File: src/rtl/actuator_sequencer.sv
// Drives doors, beeping buzzers and min-on/min-off protected heater/cooler
// from the registered 3-bit action code A. All outputs are registered.
module actuator_sequencer #(
  parameter int unsigned DOOR_HOLD = 16,
  parameter int unsigned BEEP_HALF = 8,
  parameter int unsigned MIN_ON    = 32,
  parameter int unsigned MIN_OFF   = 32
) (
  input  logic       clk,
  input  logic       reset,
  input  logic [2:0] A,
  output logic       front_door,
  output logic       rear_door,
  output logic       alarm_buzzer,
  output logic       window_buzzer,
  output logic       heater,
  output logic       cooler,
  output logic [1:0] climate_state,
  output logic       idle
);

  localparam int unsigned DW = $clog2(DOOR_HOLD + 1);
  localparam int unsigned BW = $clog2(BEEP_HALF + 1);
  localparam int unsigned OW = $clog2(MIN_ON + 1);
  localparam int unsigned FW = $clog2(MIN_OFF + 1);

  localparam logic [DW-1:0] DOOR_RELOAD = DW'(DOOR_HOLD - 1);
  localparam logic [BW-1:0] BH          = BW'(BEEP_HALF);
  localparam logic [OW-1:0] MON         = OW'(MIN_ON);
  localparam logic [FW-1:0] MOFF        = FW'(MIN_OFF);

  typedef enum logic [1:0] {CL_OFF = 2'd0, CL_HEAT = 2'd1, CL_COOL = 2'd2, CL_REST = 2'd3} climate_t;
  typedef enum logic [1:0] {BZ_NONE = 2'd0, BZ_ALARM = 2'd1, BZ_WINDOW = 2'd2} buzz_t;

  logic          r_front, r_rear, r_alarm, r_window, r_heater, r_cooler, r_idle;
  logic [DW-1:0] r_door_cnt;
  buzz_t         r_buzz_sel;
  logic          r_beep_lvl;
  logic [BW-1:0] r_beep_cnt;
  climate_t      r_state;
  logic [OW-1:0] r_on_cnt;
  logic [FW-1:0] r_off_cnt;

  logic          w_front, w_rear, w_alarm, w_window, w_heater, w_cooler, w_idle;
  logic [DW-1:0] w_door_cnt;
  buzz_t         w_buzz_sel;
  logic          w_beep_lvl;
  logic [BW-1:0] w_beep_cnt;
  climate_t      w_state;
  logic [OW-1:0] w_on_cnt;
  logic [FW-1:0] w_off_cnt;

  always_comb begin
    w_front    = r_front;
    w_rear     = r_rear;
    w_door_cnt = r_door_cnt;
    w_buzz_sel = r_buzz_sel;
    w_beep_lvl = r_beep_lvl;
    w_beep_cnt = r_beep_cnt;
    w_state    = r_state;
    w_on_cnt   = r_on_cnt;
    w_off_cnt  = r_off_cnt;

    // Door timer holds remaining cycles after the current one; door drops when it is already 0.
    if (A == 3'd1) begin
      w_front    = 1'b1;
      w_rear     = 1'b0;
      w_door_cnt = DOOR_RELOAD;
    end else if (A == 3'd2) begin
      w_front    = 1'b0;
      w_rear     = 1'b1;
      w_door_cnt = DOOR_RELOAD;
    end else if (r_door_cnt != '0) begin
      w_door_cnt = r_door_cnt - 1'b1;
    end else begin
      w_front = 1'b0;
      w_rear  = 1'b0;
    end

    if (A == 3'd3 || A == 3'd4) begin
      w_buzz_sel = (A == 3'd3) ? BZ_ALARM : BZ_WINDOW;
      if (w_buzz_sel != r_buzz_sel) begin
        w_beep_lvl = 1'b1;
        w_beep_cnt = BW'(1);
      end else if (r_beep_cnt >= BH) begin
        w_beep_lvl = ~r_beep_lvl;
        w_beep_cnt = BW'(1);
      end else begin
        w_beep_cnt = r_beep_cnt + 1'b1;
      end
    end else begin
      w_buzz_sel = BZ_NONE;
      w_beep_lvl = 1'b0;
      w_beep_cnt = '0;
    end
    w_alarm  = (w_buzz_sel == BZ_ALARM)  && w_beep_lvl;
    w_window = (w_buzz_sel == BZ_WINDOW) && w_beep_lvl;

    case (r_state)
      CL_OFF: begin
        if (A == 3'd5) begin
          w_state  = CL_HEAT;
          w_on_cnt = OW'(1);
        end else if (A == 3'd6) begin
          w_state  = CL_COOL;
          w_on_cnt = OW'(1);
        end
      end
      CL_HEAT, CL_COOL: begin
        if ((A != ((r_state == CL_HEAT) ? 3'd5 : 3'd6)) && (r_on_cnt >= MON)) begin
          w_state   = CL_REST;
          w_off_cnt = FW'(1);
        end else if (r_on_cnt < MON) begin
          w_on_cnt = r_on_cnt + 1'b1;
        end
      end
      default: begin
        if (r_off_cnt < MOFF) begin
          w_off_cnt = r_off_cnt + 1'b1;
        end else if (A == 3'd5) begin
          w_state  = CL_HEAT;
          w_on_cnt = OW'(1);
        end else if (A == 3'd6) begin
          w_state  = CL_COOL;
          w_on_cnt = OW'(1);
        end else begin
          w_state = CL_OFF;
        end
      end
    endcase
    w_heater = (w_state == CL_HEAT);
    w_cooler = (w_state == CL_COOL);

    w_idle = !(w_front || w_rear || w_alarm || w_window || w_heater || w_cooler)
             && (w_state == CL_OFF);
  end

  always_ff @(posedge clk or posedge reset) begin
    if (reset) begin
      r_front    <= 1'b0;
      r_rear     <= 1'b0;
      r_door_cnt <= '0;
      r_buzz_sel <= BZ_NONE;
      r_beep_lvl <= 1'b0;
      r_beep_cnt <= '0;
      r_alarm    <= 1'b0;
      r_window   <= 1'b0;
      r_state    <= CL_OFF;
      r_on_cnt   <= '0;
      r_off_cnt  <= '0;
      r_heater   <= 1'b0;
      r_cooler   <= 1'b0;
      r_idle     <= 1'b1;
    end else begin
      r_front    <= w_front;
      r_rear     <= w_rear;
      r_door_cnt <= w_door_cnt;
      r_buzz_sel <= w_buzz_sel;
      r_beep_lvl <= w_beep_lvl;
      r_beep_cnt <= w_beep_cnt;
      r_alarm    <= w_alarm;
      r_window   <= w_window;
      r_state    <= w_state;
      r_on_cnt   <= w_on_cnt;
      r_off_cnt  <= w_off_cnt;
      r_heater   <= w_heater;
      r_cooler   <= w_cooler;
      r_idle     <= w_idle;
    end
  end

  assign front_door    = r_front;
  assign rear_door     = r_rear;
  assign alarm_buzzer  = r_alarm;
  assign window_buzzer = r_window;
  assign heater        = r_heater;
  assign cooler        = r_cooler;
  assign climate_state = r_state;
  assign idle          = r_idle;

endmodule

File: config.mk
export PLATFORM = sky130hd
export DESIGN_NAME = actuator_sequencer
export DESIGN_NICKNAME = d
export VERILOG_FILES = /design/src/rtl/actuator_sequencer.sv
export SDC_FILE = /design/constraint.sdc
export NUM_CORES = 1
export LEC_CHECK = 0
export BUFFER_PORTS_ARGS = -buffer_cell sky130_fd_sc_hd__buf_2
export CAP_MARGIN = 40
export CORE_MARGIN = 2
export CORE_UTILIZATION = 35
export CTS_BUF_LIST = sky130_fd_sc_hd__clkbuf_8
export CTS_CLUSTER_SIZE = 28
export DETAILED_ROUTE_END_ITERATION = 8
export HOLD_SLACK_MARGIN = 0.02
export RECOVER_POWER = 25
export SLEW_MARGIN = 0
export SYNTH_ARGS = -nofsm -noshare
export SYNTH_HDL_FRONTEND = slang
export SYNTH_SLANG_ARGS = --single-unit
File: constraint.sdc
create_clock -name clk -period 1.9 [get_ports clk]
set_clock_uncertainty 0.1 [all_clocks]
set_input_delay 0.19 -clock clk [delete_from_list [all_inputs] [get_ports clk]]
set_output_delay 0.19 -clock clk [all_outputs]
set_load 0.005 [all_outputs]
==> results of run 1 <==
-- cell families after synthesis --
kind of cell               after synthesis
AOI/OAI and AO/OA                       43
xor gates and xnor gates                 7
adders and majority gates               10
buffers and inverters                   24
DFF                                     33
muxes                                    2
and+or+nand+nor                         69
-- state kept, by name (all words and copies together) (netlist names), 2 cells and up --
signal / cells
r_buzz_sel: 2
climate_state: 2
r_door_cnt: 5
r_off_cnt: 6
r_on_cnt: 6
r_beep_cnt: 4
-- metal layers --
layer  GRT usage (%)  wire length [um]  up-vias
li1                -                 -      708
met3           3.318               107        4
met5               0                 0        -
met1           18.64              1851      686
met2           20.97              1763       18
met4           5.091                29        0
-- repair_timing --
action | CTS | global route
pin swaps | 1 | 4
hold buffers | 1 | 0
setup endpoints to repair | 3 | 7
resized for setup | 1 | 7
endpoints found under the hold margin | 32 | 0
buffers inserted | 2 | 1
-- area by class of cell --
type | count | share of cell area, %
inverters | 16 | 2.689
repair buffers | 26 | 7.227
clock buffers | 5 | 3.081
well taps | 70 | 3.922
clock inverters | 3 | 2.913
multi-input cells | 131 | 43.14
flip-flops and latches | 33 | 37.03
-- worst max-delay path, stage by stage (launching register included) --
cell,delay (ps)
dfrtp_1,380
inv_1,120
ha_4,240
or3_4,390
o2111ai_4,170
o21ai_0,150
a22o_1,180
-- cell usage after synthesis (all sizes together) (3+ instances only) --
library cell	number
nor3	8
nand2	12
dfrtp	32
nor2	8
nand3	6
a21oi	8
ha	10
inv	16
nand2b	6
xor2	5
nor2b	4
nor3b	3
or2	3
o211ai	3
and3b	3
and2	3
clkbuf	3
o22a	4
o21ai	12
buf	5
-- stage by stage --
stage               total power [mW]  std cells  worst slack, ps  hold WS [ps]
floorplan                      1.775        188            7.233         218.2
global placement               2.093        272            53.45         217.1
detailed placement             2.112        272           -6.697         211.8
CTS                            2.990        283            31.83         166.3
global route                   3.249        284           -4.226         223.6
finish                         3.015        284            61.44         223.8
-- worst paths after layout --
| path | end | slack (ps) | depth (start not counted) |
|---|---|---|---|
| max reg2reg | r_on_cnt[4] | 60 | 6 |
| max in group asynchronous | r_beep_cnt[0] | 600 | 4 |
| min | r_buzz_sel[1] | 220 | 2 |
| min in group asynchronous | r_on_cnt[2] | 580 | 4 |
| min reg2reg | r_beep_cnt[0] | 430 | 1 |
| max | r_on_cnt[4] | 60 | 6 |
-- power by group through the flow --
stage	sequential [mW]	clock [mW]	combinational, mW
after floorplan	1.00	0	0.770
after global placement	1.01	0	1.08
after detailed placement	1.01	0	1.10
after CTS	1.00	0.804	1.19
after global routing	1.03	0.841	1.38
final	1.00	0.789	1.22
==> impl_metrics.py, run 1 <==
metrics = {
    "routing": {
        "vias": 1416,
        "wl_um": 3751,
        "wire_per_inst_um": 13.21,
        "ant_nets": 0,
        "routed_via_density": 4.986,
        "remaining_drc_errors": 0,
        "drt-initial-drc-count": 63,
        "dr.pass1.iters": 4,
    },
    "critical_path": {
        "startpoint_type": "flop",
        "worstPathRequired_ps": 1970,
        "startpoint": "climate_state[1]",
        "cp.arrival_ps": 1910,
        "critical_path_class": "flop to flop",
        "cp_max_fo": 8,
        "critPathCaptureType": "flop",
        "timing.rr.start": "climate_state[1]",
    },
    "grt": {
        "grt_max_degree": 34,
        "grt_usage_pct": 13.64,
        "grt_antenna_before_repair": 0,
        "first_global_vias": 1340,
        "grt_pass1_wl_um": 6320,
        "grt_overflow": 0,
    },
    "power": {
        "comb_power_share_pct": 40.5,
        "switchingPower_mw": 1.038,
        "p_per_area_mw_per_mm2": 1350,
        "swShare_pct": 34.41,
        "p_int_mw": 1.977,
        "vdd_drop_max_uv": 712.3,
        "power.clock.fraction_pct": 26.2,
        "power_frac_seq_pct": 33.3,
        "p_leak_nw": 0.9927,
    },
    "logic_synthesis": {
        "synth_area_leader_cell": "dfrtp_1",
        "ys_seq_area_share_pct": 44.90,
        "synth-edff-count": 0,
        "synth_area_leaders": "dfrtp_1 43%, ha_1 6.8%, inv_1 3.3%",
        "synth-seq-cells": 33,
        "synthArstFlopShare_pct": 100.0,
        "yosysUniqueCellTypes": 51,
        "synth_area_mm2": 0.001842,
        "synth_compound_area_share_pct": 16.58,
        "synth_top_area_share_pct": 43.48,
        "synth_cells": 188,
        "synth_nets": 203,
        "synthMuxAreaShare_pct": 1.087,
        "synth_top_family_by_area": "simple AND/OR/NAND/NOR gates",
        "synth_flop_cell": "dfrtp_1",
        "synth_xor_area_share_pct": 3.329,
        "yosysWarnings": 0,
        "yosys.area_share.simple_pct": 22.01,
        "syn_avg_cell_area_um2": 9.797,
        "synth_fa_ha_area_share_pct": 6.793,
    },
    "die": {
        "dieHeight_um": 76.54,
        "die_w_um": 76.54,
        "die_area_mm2": 0.005858,
        "start_util_pct": 36.06,
        "row_count": 26,
        "ios": 14,
        "core_mm2": 0.005107,
    },
    "layout": {
        "diodes": 0,
        "fin_area_mm2": 0.002233,
        "multi_input_area_um2": 963.4,
        "areaGrowthSynthToFinish_pct": 21.26,
        "drive_above_1_share_pct": 22.43,
        "regArea_um2": 827.0,
        "final_common_cell": "dfrtp_1",
        "layout_common_cells": "32 x dfrtp_1, 15 x inv_1, 12 x nand2_1, 12 x buf_2, 11 x buf_4",
        "final_core_util_pct": 43.73,
        "fillers": 498,
        "num-nets-final": 228,
    },
    "sta": {
        "finalMaxSlewViolations": 0,
        "setup_viol": 0,
        "grt_setup_unrepaired": "yes",
        "maxSlewHeadroom_pct": 45.21,
        "hold_viol": 0,
        "finalSetupTns_ps": 0,
        "finalCriticalPeriod_ps": 1839,
        "period_share_pct": 96.77,
        "fmax_mhz": 543.9,
        "tightest_slew_ps": 821.9,
    },
    "placed_design": {
        "port_buffers": 13,
        "gp_congestion": 0.7701,
        "placed_area_mm2": 0.002042,
        "dpl.hpwl_um": 2513,
    },
    "clocking": {
        "cts_buffer_depth": 2,
        "clock_sinks": 33,
        "cts_buffers": 5,
        "clk_pin_slew_ps": 70,
        "cts_tree": "yes",
        "root_buffer": "clkbuf_8",
        "clk_latency_ps": 280,
        "cts_htree_levels": 2,
    },
    "outcome": {
        "status": "finished, final reports clean",
    },
    "hold_path": {
        "hold_start": "A[0]",
        "min_path_type": "primary input to flop",
    },
    "flow_run": {
        "cap_violations": 0,
    },
}
Power figures use the tool's default switching activity.
==> inputs of run 2 (changes only) <==
==> constraint.sdc (replaced) <==
create_clock -name clk -period 1.6 [get_ports clk]
set_clock_uncertainty 0.1 [all_clocks]
set_input_delay 0.16 -clock clk [delete_from_list [all_inputs] [get_ports clk]]
set_output_delay 0.16 -clock clk [all_outputs]
set_load 0.005 [all_outputs]
==> impl_metrics.py, run 2 (same netlist as run 1, synthesis figures left out) <==
metrics = {
    "clocking": {
        "cts_buffers": 5,
        "cts_tree": "yes",
        "clk_pin_slew_ps": 70,
        "clk_latency_ps": 280,
        "clock_sinks": 33,
        "cts_buffer_depth": 2,
        "root_buffer": "clkbuf_8",
        "cts_htree_levels": 2,
    },
    "grt": {
        "grt_pass1_wl_um": 7217,
        "grt_overflow": 0,
        "grt_usage_pct": 15.33,
        "grt_max_degree": 34,
        "first_global_vias": 1541,
        "grt_antenna_before_repair": 0,
    },
    "critical_path": {
        "critical_path_buf_inv_count": 1,
        "r2r_cells": 6,
        "worstPathRequired_ps": 1700,
        "cp_max_fo": 8,
        "critical_path_class": "flop to flop",
        "crit_chain": "inv_2 > ha_4 > and3b_1 > a31oi_4 > o221ai_4 > nor4_2",
        "timing.rr.start": "climate_state[0]",
        "r2r_end": "idle",
        "critPathTopFamily": "simple AND/OR/NAND/NOR gates",
        "cp.arrival_ps": 1860,
        "cpMaxStageDelayCell": "dfrtp_2",
        "startpoint_type": "flop",
        "critPathCaptureType": "flop",
        "slowest_delay_ps": 450,
        "reg2reg_slack_ps": -170,
    },
    "sta": {
        "worst_slack_ps": -169.2,
        "finalCriticalPeriod_ps": 1769,
        "fmax_mhz": 565.2,
        "hold_viol": 0,
        "grt_setup_unrepaired": "yes",
        "maxSlewHeadroom_pct": 43.08,
        "setup_viol": 18,
        "period_share_pct": 110.6,
        "finalMaxSlewViolations": 0,
        "tightest_slew_ps": 853.8,
    },
    "routing": {
        "remaining_drc_errors": 0,
        "ant_nets": 0,
        "dr.pass1.iters": 4,
        "wl_um": 4184,
        "wire_per_inst_um": 13.28,
        "vias": 1527,
        "routed_via_density": 4.848,
        "drt-initial-drc-count": 27,
    },
    "flow_run": {
        "cap_violations": 0,
    },
    "layout": {
        "layoutNonFillerInstCount": 315,
        "top_regs": "r_off_cnt x6, r_on_cnt x6, r_door_cnt x5",
        "final_common_cell": "buf_4",
        "num-nets-final": 259,
        "final_core_util_pct": 51.30,
        "areaGrowthSynthToFinish_pct": 42.26,
        "fillers": 483,
        "diodes": 0,
        "layout_common_cells": "39 x buf_4, 31 x dfrtp_1, 13 x buf_2",
        "drive_above_1_share_pct": 41.63,
    },
    "die": {
        "core_mm2": 0.005107,
        "dieHeight_um": 76.54,
        "die_area_mm2": 0.005858,
        "row_count": 26,
        "die_w_um": 76.54,
        "ios": 14,
        "start_util_pct": 36.06,
    },
    "hold_path": {
        "min_path_type": "primary input to flop",
        "holdPathStages": 2,
        "hold_start": "A[1]",
        "hold_end": "front_door",
    },
    "placed_design": {
        "port_buffers": 13,
        "dp.cells": 294,
        "dpl.hpwl_um": 2789,
        "place_ws_ps": -162.2,
        "gp_congestion": 0.7820,
    },
    "power": {
        "vdd_drop_max_uv": 1244,
        "p_per_area_mw_per_mm2": 1522,
        "p_leak_nw": 1.166,
        "total_power_mw": 3.987,
    },
    "outcome": {
        "status": "finished with violations",
        "violations": "negative setup slack",
    },
}
[run 2: cell types whose count changed in the layout (fill, tap and decap cells not counted), moves of 3 or more]
cell / previous run / this run
ha_1: 9 / 6
nand2_1: 12 / 9
buf_4: 11 / 39
ha_4: 1 / 4
o21ai_0: 10 / 6
inv_1: 15 / 12
nand2_2: 0 / 3
o21ai_1: 2 / 5
inv_2: 1 / 4
[run 2: worst max path at each step]
stage | endpoint | slack (ps) | startpoint | cells after the start
6_report | idle | -170 | climate_state[0] | 6
5_1_grt | idle | -240 | climate_state[1] | 6
4_1_cts | r_on_cnt[3] | -150 | climate_state[0] | 6
3_5_place_dp | idle | -160 | r_door_cnt[1] | 6
3_3_place_gp | r_on_cnt[2] | -130 | climate_state[0] | 6
2_1_floorplan | r_on_cnt[2] | -150 | climate_state[1] | 6
[run 2: per-stage QoR]
step | hold WS (ps) | setup TNS, ps | cell area (um^2)
after detailed placement | 183.0 | -1788 | 2255
after global placement | 182.7 | -1382 | 2255
final | 119.2 | -1356 | 2620
after global routing | 106.9 | -2843 | 2620
after floorplan | 188.2 | -902.2 | 1916
after CTS | 69.70 | -1310 | 2465
[run 2: layout make-up]
cell class | count | area (um^2) | area share [%]
multi-input cells | 131 | 1147 | 43.79
flip-flops and latches | 33 | 828.3 | 31.61
repair buffers | 57 | 410.4 | 15.66
well taps | 70 | 87.58 | 3.343
clock buffers | 5 | 68.82 | 2.627
inverters | 16 | 60.06 | 2.292
clock inverters | 3 | 17.52 | 0.6686
[run 2: what timing repair did]
item,CTS,global route
pin swaps,14,13
hold buffers,1,0
endpoints found under the setup margin,19,24
gates resized for setup,19,19
hold endpoints to repair,32,0
buffers inserted,6,6
[run 2: metal layers]
| layer | GRT usage (%) | vias up | share of wire, % |
|---|---|---|---|
| met2 | 25.75 | 15 | 49 |
| met4 | 5.455 | 0 | 0.86 |
| met3 | 2.962 | 2 | 1.8 |
| met1 | 19.67 | 738 | 49 |
| li1 | - | 772 | - |
| met5 | 0 | - | 0 |
[run 2: where the power goes]
group	total, mW	switching [mW]	internal (mW)
Clock	0.627	0.327	0.300
Combinational	2.16	0.992	1.17
Sequential	1.20	0.164	1.03
Total	3.99	1.48	2.50
